### config.mk
export PLATFORM = sky130hd
export DESIGN_NAME = bcd_sumador_secuencial
export DESIGN_NICKNAME = d
export VERILOG_FILES = /design/src/rtl/bcd_sumador_secuencial.sv
export SDC_FILE = /design/constraint.sdc
export NUM_CORES = 1
export LEC_CHECK = 0
export CAP_MARGIN = 5
export CORE_MARGIN = 2
export CORE_UTILIZATION = 55
export CTS_CLUSTER_DIAMETER = 60
export CTS_CLUSTER_SIZE = 28
export DETAILED_ROUTE_END_ITERATION = 7
export HOLD_SLACK_MARGIN = 0.08
export PLACE_DENSITY = 0.85
export SLEW_MARGIN = 20
export SYNTH_ARGS = -nofsm -noshare
export SYNTH_HDL_FRONTEND = slang
export SYNTH_SLANG_ARGS = --single-unit
### constraint.sdc
create_clock -name clk -period 3.4 [get_ports clk]
set_input_delay 0.68 -clock clk [delete_from_list [all_inputs] [get_ports clk]]
set_output_delay 0.68 -clock clk [all_outputs]
set_load 0.01 [all_outputs]
### src/rtl/bcd_sumador_secuencial.sv
// Sequential packed-BCD to binary adder: converts both operands one digit per clock, then adds.
// Optional digit validation is enabled by defining BCD_VALIDA_EN.
module bcd_sumador_secuencial #(
  parameter int unsigned DIGITOS = 2,
  parameter int unsigned ANCHO_N = 8
) (
  input  logic                   clk,
  input  logic                   rst_n,
  input  logic                   start,
  input  logic [4*DIGITOS-1:0]   A_bcd,
  input  logic [4*DIGITOS-1:0]   B_bcd,
  output logic                   busy,
  output logic                   done,
  output logic [ANCHO_N-1:0]     N,
  output logic                   err
);

  localparam int unsigned AccW = $clog2(10 ** DIGITOS);
  localparam int unsigned CntW = (DIGITOS > 1) ? $clog2(DIGITOS) : 1;
  localparam logic [CntW-1:0] CntLast = CntW'(DIGITOS - 1);

  localparam logic [1:0] StIdle = 2'd0;
  localparam logic [1:0] StConv = 2'd1;
  localparam logic [1:0] StSuma = 2'd2;

  logic [1:0]           stateQ, stateD;
  logic [4*DIGITOS-1:0] opAQ, opBQ;
  logic [AccW-1:0]      accAQ, accBQ;
  logic [AccW-1:0]      accANext, accBNext;
  logic [CntW-1:0]      cntQ;
  logic [3:0]           digA, digB;
  logic                 doneQ;
  logic [ANCHO_N-1:0]   nQ;

  // Digits are consumed most-significant first, so cnt indexes the current digit.
  assign digA = opAQ[{cntQ, 2'b00} +: 4];
  assign digB = opBQ[{cntQ, 2'b00} +: 4];

  // acc*10 + digit as shift-and-add
  assign accANext = AccW'({accAQ, 3'b000}) + AccW'({accAQ, 1'b0}) + AccW'(digA);
  assign accBNext = AccW'({accBQ, 3'b000}) + AccW'({accBQ, 1'b0}) + AccW'(digB);

  always_comb begin
    stateD = stateQ;
    case (stateQ)
      StIdle:  if (start) stateD = StConv;
      StConv:  if (cntQ == '0) stateD = StSuma;
      StSuma:  stateD = StIdle;
      default: stateD = StIdle;
    endcase
  end

`ifdef BCD_VALIDA_EN
  logic flagQ;
  logic errQ;
  logic digitBad;

  assign digitBad = (digA > 4'd9) || (digB > 4'd9);
  assign err      = errQ;
`else
  assign err = 1'b0;
`endif

  always_ff @(posedge clk or negedge rst_n) begin
    if (!rst_n) begin
      stateQ <= StIdle;
      opAQ   <= '0;
      opBQ   <= '0;
      accAQ  <= '0;
      accBQ  <= '0;
      cntQ   <= '0;
      doneQ  <= 1'b0;
      nQ     <= '0;
`ifdef BCD_VALIDA_EN
      flagQ  <= 1'b0;
      errQ   <= 1'b0;
`endif
    end else begin
      stateQ <= stateD;
      doneQ  <= (stateQ == StSuma);
      case (stateQ)
        StIdle: begin
          if (start) begin
            opAQ  <= A_bcd;
            opBQ  <= B_bcd;
            accAQ <= '0;
            accBQ <= '0;
            cntQ  <= CntLast;
`ifdef BCD_VALIDA_EN
            flagQ <= 1'b0;
`endif
          end
        end
        StConv: begin
          accAQ <= accANext;
          accBQ <= accBNext;
          if (cntQ != '0) cntQ <= cntQ - 1'b1;
`ifdef BCD_VALIDA_EN
          if (digitBad) flagQ <= 1'b1;
`endif
        end
        StSuma: begin
`ifdef BCD_VALIDA_EN
          if (flagQ) begin
            nQ   <= '0;
            errQ <= 1'b1;
          end else begin
            nQ   <= ANCHO_N'(accAQ) + ANCHO_N'(accBQ);
            errQ <= 1'b0;
          end
`else
          nQ <= ANCHO_N'(accAQ) + ANCHO_N'(accBQ);
`endif
        end
        default: ;
      endcase
    end
  end

  assign busy = (stateQ != StIdle);
  assign done = doneQ;
  assign N    = nQ;

endmodule

# Word level (Yosys, flattened, before mapping)

Cells that the tools add are included.

$add $sub $neg: 6
Equality and inequality tests: 4
Shift operators: 2
Muxes and demuxes: 9
Reduce and logical (&&, ||, !) cells: 6

Operators by type and width:

| operator                                                         | number |
|---|---|
| 7-bit case mux with 2 select lines                               | 2 |
| 8-bit by 4-bit indexed part select with 4-bit output             | 2 |
| 7-bit by 4-bit adder with 7-bit output                           | 2 |
| 7-bit adder                                                      | 2 |
| 7-bit by 7-bit adder with 8-bit output                           | 1 |
| 7-bit 2-to-1 mux                                                 | 1 |
| 2-bit AND reduction                                              | 3 |
| 2-bit 2-to-1 mux                                                 | 2 |
| 2-bit != test (second input constant)                            | 2 |
| 2-bit case mux with 2 select lines                               | 1 |
| 2-bit nonzero test                                               | 2 |
| 2-bit by 1-bit == test with 1-bit output (second input constant) | 1 |
| 2-bit == test (second input constant)                            | 1 |
| 2-bit zero test                                                  | 1 |
| 1-bit 2-to-1 mux                                                 | 2 |
| 1-bit case mux with 2 select lines                               | 1 |
| 1-bit subtractor (second input constant)                         | 1 |

Bits in registers: 42
Input port bits: 19
Output and inout port bits: 11

# Logic depth before layout (Yosys ltp)

Depth after elaboration: 3
Depth in mapped cells: 10

# Least setup slack after synthesis

No wires, ideal clock.

Path type: reg2reg
From: register cntQ
To: register accBQ[6]
Setup time: 0.135 ns
Arrival time: 2.287 ns
Setup slack: 0.979 ns
Cell stages (with the launch flop): 11
Buffers on the path: 1
Cell sequence: dfrtp_1 buf_2 mux2_2 ha_1 ha_1 inv_1 fa_1 nand2b_1 a21oi_1 xnor2_1 o22ai_1

Word-level cells in the longest chain between the ends: 3

Ends and longest elaborated chain:

| element                                              | line | source |
|---|---|---|
| start: declaration                                   | 30   | `logic [CntW-1:0] cntQ;` |
| start signal: assignment                             | 88   | `cntQ <= CntLast;` |
| start signal: assignment                             | 97   | `if (cntQ != '0) cntQ <= cntQ - 1'b1;` |
| 8-bit by 4-bit indexed part select with 4-bit output | 37   | `assign digB = opBQ[{cntQ, 2'b00} +: 4];` |
| 7-bit by 4-bit adder with 7-bit output               | 41   | `assign accBNext = AccW'({accBQ, 3'b000}) + AccW'({accBQ, 1'b0}) + AccW'(digB);` |
| 7-bit case mux with 2 select lines                   | 81   | `case (stateQ)` |
| end signal: assignment                               | 96   | `accBQ <= accBNext;` |
| end: declaration                                     | 28   | `logic [AccW-1:0] accAQ, accBQ;` |

Every way passes these cells.
A chain may end at the register's enable or synchronous reset.

# Final worst setup path

Ends and elaborated chain as after synthesis.

==> impl_results.html <==
<table>
<tr><th>Metric</th><th>Value</th></tr>
<tr><th colspan="2">Status</th></tr>
<tr><td>Outcome</td><td>complete, no violations</td></tr>
<tr><th colspan="2">Pwr</th></tr>
<tr><td>Power after layout</td><td>3.08 mW</td></tr>
<tr><td>IR Drop Worst-Case VDD</td><td>0.000582 V</td></tr>
<tr><td>Pwr dens</td><td>1080 mW/mm^2</td></tr>
<tr><td>Part of the power in registers</td><td>0.303</td></tr>
<tr><td>P_leak</td><td>1.33 nW</td></tr>
<tr><td>Design internal power</td><td>1.86 mW</td></tr>
<tr><td>Share of power burned in combinational logic</td><td>0.542</td></tr>
<tr><td>Total net switching power</td><td>1.22 mW</td></tr>
<tr><td>Clock network fraction of design power</td><td>0.155</td></tr>
<tr><td>Switching portion of total power</td><td>0.396</td></tr>
<tr><th colspan="2">Timing</th></tr>
<tr><td>Setup clock skew after layout</td><td>0.00782 ns</td></tr>
<tr><td>Slew margin rel.</td><td>0.385</td></tr>
<tr><td>Minimum clock period after layout</td><td>2.74 ns</td></tr>
<tr><td>Total negative slack for setup checks</td><td>0 ns</td></tr>
<tr><td>Slew at the pin closest to its max-slew limit</td><td>0.922 ns</td></tr>
<tr><td>Max-slew violation total from the final report</td><td>0</td></tr>
<tr><td>Number of hold violations in the final report</td><td>0</td></tr>
<tr><td>Number of setup violations in the final report</td><td>0</td></tr>
<tr><td>Crit share post-route</td><td>0.807</td></tr>
<tr><td>Max frequency</td><td>365 MHz</td></tr>
<tr><td>Setup repair after global routing missed its margin</td><td>no</td></tr>
<tr><th colspan="2">Job</th></tr>
<tr><td>Number of max-capacitance violations reported</td><td>0</td></tr>
<tr><th colspan="2">Floorplan</th></tr>
<tr><td>Standard cell core area</td><td>0.00432 mm^2</td></tr>
<tr><td>Row cnt</td><td>24</td></tr>
<tr><td>Total die area</td><td>0.00499 mm^2</td></tr>
<tr><td>Die Height</td><td>70.6 um</td></tr>
<tr><td># IOs</td><td>30</td></tr>
<tr><td>Overall die width</td><td>70.6 um</td></tr>
<tr><td>Starting density of the core</td><td>0.565</td></tr>
<tr><th colspan="2">Routing</th></tr>
<tr><td>Average wire per cell in the routed design</td><td>14.8 um</td></tr>
<tr><td>Vias per inst</td><td>5.66</td></tr>
<tr><td>Via count</td><td>1697</td></tr>
<tr><td>Drc violations</td><td>0</td></tr>
<tr><td>DR iter-0 viols</td><td>56</td></tr>
<tr><td>First-pass DRT Iterations</td><td>4</td></tr>
<tr><td>Number of routed nets with antenna violations</td><td>0</td></tr>
<tr><td>DRT Wirelength</td><td>4450 um</td></tr>
<tr><th colspan="2">Finish</th></tr>
<tr><td>Layout net count</td><td>294</td></tr>
<tr><td>Area Overhead vs Synth</td><td>17.0%</td></tr>
<tr><td>Antenna Cells</td><td>0</td></tr>
<tr><td>Fraction of layout instances using a drive strength above 1</td><td>0.0685</td></tr>
<tr><td>Final design instance area without fill</td><td>0.00286 mm^2</td></tr>
<tr><th colspan="2">Critical path</th></tr>
<tr><td>Crit path kind</td><td>flop to flop</td></tr>
<tr><td>Highest net fanout along the worst path</td><td>11</td></tr>
<tr><td>Worst reg-to-reg path cell count</td><td>9</td></tr>
<tr><td>Crit path launch</td><td>cntQ</td></tr>
<tr><td>Critical register-to-register path startpoint</td><td>cntQ</td></tr>
<tr><td>Req. time, crit path</td><td>3.56 ns</td></tr>
<tr><td>Destination of the critical timing path</td><td>accBQ[6]</td></tr>
<tr><td>End of the worst register-to-register path</td><td>accBQ[6]</td></tr>
<tr><td>Endpoint kind of the worst setup timing path</td><td>flop</td></tr>
<tr><td>Worst EP arrival</td><td>2.90 ns</td></tr>
<tr><td>Kind of start point of the critical path</td><td>flop</td></tr>
<tr><td>Worst R2R Setup Slack</td><td>0.66 ns</td></tr>
<tr><th colspan="2">Clocking</th></tr>
<tr><td>Clock transition at the register clock pins on the worst setup and hold paths after CTS</td><td>0.09 ns</td></tr>
<tr><td>Clock tree buffer depth</td><td>2</td></tr>
<tr><td>Clock tree from TritonCTS</td><td>done</td></tr>
<tr><td>Post-CTS setup-driven buffer insertion count</td><td>0</td></tr>
<tr><td>Inserted Clock Buffers</td><td>5</td></tr>
<tr><td>Insertion delay to the later sink of the worst-skew pair</td><td>0.31 ns</td></tr>
<tr><td>Post-CTS Hold Buffers</td><td>0</td></tr>
<tr><td>Maximum level of the CTS H-tree</td><td>2</td></tr>
<tr><td>Root buffer cell</td><td>sky130_fd_sc_hd__clkbuf_8</td></tr>
<tr><td>Sink Count</td><td>42</td></tr>
<tr><td>Count of instances resized after the clock tree is built</td><td>0</td></tr>
<tr><th colspan="2">Synth</th></tr>
<tr><td>Synth Register Bits</td><td>42</td></tr>
<tr><td>Seq/Total Area, Yosys</td><td>0.430</td></tr>
<tr><td>Library cell with the largest summed area after synthesis</td><td>sky130_fd_sc_hd__dfrtp_1</td></tr>
<tr><td>Post-synthesis cell type count</td><td>32</td></tr>
<tr><td>Summed instance area of the synthesized netlist</td><td>0.00244 mm^2</td></tr>
<tr><td>Synth area leaders</td><td>sky130_fd_sc_hd__dfrtp_1 (43%), sky130_fd_sc_hd__ha_1 (12%), sky130_fd_sc_hd__mux2_1 (6.5%)</td></tr>
<tr><td>Syn_area_per_cell</td><td>11.0 um^2</td></tr>
<tr><td>Synthesized net count</td><td>269</td></tr>
<tr><td>Cell count after synthesis</td><td>222</td></tr>
<tr><td>Ys Warns</td><td>0</td></tr>
<tr><td>Area fraction of the dominant cell type after synthesis</td><td>0.430</td></tr>
<tr><th colspan="2">Placed design</th></tr>
<tr><td>Number of port buffers</td><td>28</td></tr>
<tr><td>Half-perimeter wire length after placement</td><td>3170 um</td></tr>
<tr><td>Area after DPL</td><td>0.00272 mm^2</td></tr>
<tr><td>Placer's final routability congestion estimate</td><td>0.901</td></tr>
<tr><th colspan="2">Hold path</th></tr>
<tr><td>Type of the most critical hold path</td><td>flop to flop</td></tr>
<tr><th colspan="2">GRT</th></tr>
<tr><td>Overall global routing resource usage</td><td>0.201</td></tr>
<tr><td>Antenna violations before repair</td><td>0</td></tr>
<tr><td>Global-route wire length before repair</td><td>8020 um</td></tr>
<tr><td>Via count of the first global-routing pass</td><td>1787</td></tr>
<tr><td>Maximum number of pins on one net before global-route repair</td><td>43</td></tr>
<tr><td>Gr ovfl total</td><td>0</td></tr>
</table>
## sequential cells by signal, summed over array words and instances (netlist names)
signal,cells
accBQ,7
accAQ,7
cntQ,1
opBQ,8
N,8
stateQ,2
opAQ,8
done,1
## cells by family (layout without fill, tap and decap cells)
family	Yosys count	after routing	share of synthesized area
muxes	26	26	0.117
DFF	42	42	0.430
and+or+nand+nor	44	44	0.0820
xor gates and xnor gates	15	15	0.0538
AOI/OAI and AO/OA	42	42	0.110
adders and majority gates	28	28	0.159
other	1	1	0.00154
buffers and inverters	24	50	0.0471
## Yosys cell counts
cell	n
sky130_fd_sc_hd__dfrtp_1	42
sky130_fd_sc_hd__nand2_1	26
sky130_fd_sc_hd__ha_1	23
sky130_fd_sc_hd__mux2_1	14
sky130_fd_sc_hd__inv_1	13
sky130_fd_sc_hd__nor2_1	10
sky130_fd_sc_hd__o21ai_0	10
sky130_fd_sc_hd__o22ai_1	10
sky130_fd_sc_hd__xnor2_1	9
sky130_fd_sc_hd__a21o_1	6
sky130_fd_sc_hd__mux2_2	6
sky130_fd_sc_hd__mux2i_1	6
sky130_fd_sc_hd__xor2_1	6
sky130_fd_sc_hd__a211oi_1	5
sky130_fd_sc_hd__a21oi_1	5
sky130_fd_sc_hd__fa_1	5
sky130_fd_sc_hd__buf_2	4
sky130_fd_sc_hd__nand2b_1	4
sky130_fd_sc_hd__buf_6	2
sky130_fd_sc_hd__clkbuf_1	2
sky130_fd_sc_hd__o21bai_1	2
sky130_fd_sc_hd__o31ai_1	2
sky130_fd_sc_hd__buf_4	1
sky130_fd_sc_hd__clkbuf_2	1
sky130_fd_sc_hd__clkinv_1	1
sky130_fd_sc_hd__conb_1	1
sky130_fd_sc_hd__nor2_8	1
sky130_fd_sc_hd__nor2b_1	1
sky130_fd_sc_hd__nor3_1	1
sky130_fd_sc_hd__o221ai_1	1
sky130_fd_sc_hd__o32ai_1	1
sky130_fd_sc_hd__or2_4	1
## worst min path at each step
stage | from | end | slack (ns) | depth (start not counted)
detailed placement | N[0] | N[0] | 0.47 | 2
global placement | N[6] | N[6] | 0.46 | 2
global route | opBQ[5] | opBQ[5] | 0.51 | 1
finish | N[0] | N[0] | 0.48 | 2
CTS | N[0] | N[0] | 0.49 | 2
floorplan | rst_n | N[0] | 0.38 | 0
## layer usage
metal / vias to the layer above / track usage / wire [um]
li1: 812 / - / -
met1: 824 / 0.251 / 1830
met2: 48 / 0.341 / 2320
met3: 13 / 0.0456 / 200
met4: 0 / 0.0818 / 100
met5: - / 0 / 0
## critical path, stage by stage, from the launching register on
cell,delay [ns]
sky130_fd_sc_hd__dfrtp_1,0.64
sky130_fd_sc_hd__mux2_2,0.39
sky130_fd_sc_hd__ha_1,0.28
sky130_fd_sc_hd__ha_1,0.16
sky130_fd_sc_hd__inv_1,0.06
sky130_fd_sc_hd__fa_1,0.45
sky130_fd_sc_hd__nand2b_1,0.17
sky130_fd_sc_hd__a21oi_1,0.19
sky130_fd_sc_hd__xnor2_1,0.16
sky130_fd_sc_hd__o22ai_1,0.10
## per-stage QoR
stage	setup slack, ns	hold WS (ns)	cells	utilization
5_1_grt	0.544	0.508	300	0.661
4_1_cts	0.651	0.486	300	0.661
3_3_place_gp	0.805	0.462	292	0.629
3_5_place_dp	0.725	0.466	292	0.629
6_report	0.658	0.481	300	0.661
2_1_floorplan	0.979	0.384	222	-
## cell type report
cell class                 count  area, um^2
fill                         342        1470
multi-input combinational    156        1280
sequential                    42        1050
timing repair buffer          28         275
clock buffer                   5        68.8
clock inverter                 3        68.8
tap                           52        65.1
inverter                      14        52.6
## cells in the final DEF (no fill, tap or decap), types with 9 or more instances in the layout
| master | Yosys | final |
|---|---|---|
| sky130_fd_sc_hd__nor2_1 | 10 | 10 |
| sky130_fd_sc_hd__inv_1 | 13 | 13 |
| sky130_fd_sc_hd__clkdlybuf4s50_1 | 0 | 27 |
| sky130_fd_sc_hd__nand2_1 | 26 | 26 |
| sky130_fd_sc_hd__dfrtp_1 | 42 | 42 |
| sky130_fd_sc_hd__o21ai_0 | 10 | 10 |
| sky130_fd_sc_hd__ha_1 | 23 | 23 |
| sky130_fd_sc_hd__mux2_1 | 14 | 14 |
| sky130_fd_sc_hd__o22ai_1 | 10 | 10 |
| sky130_fd_sc_hd__xnor2_1 | 9 | 9 |
## power by group through the flow
stage | clock network, mW | registers, mW | logic (mW)
finish | 0.477 | 0.934 | 1.67
global route | 0.505 | 0.966 | 1.92
CTS | 0.484 | 0.936 | 1.69
detailed placement | 0 | 0.946 | 1.67
global placement | 0 | 0.935 | 1.58
floorplan | 0 | 0.891 | 1.32
(Power assumes the default switching activity.)
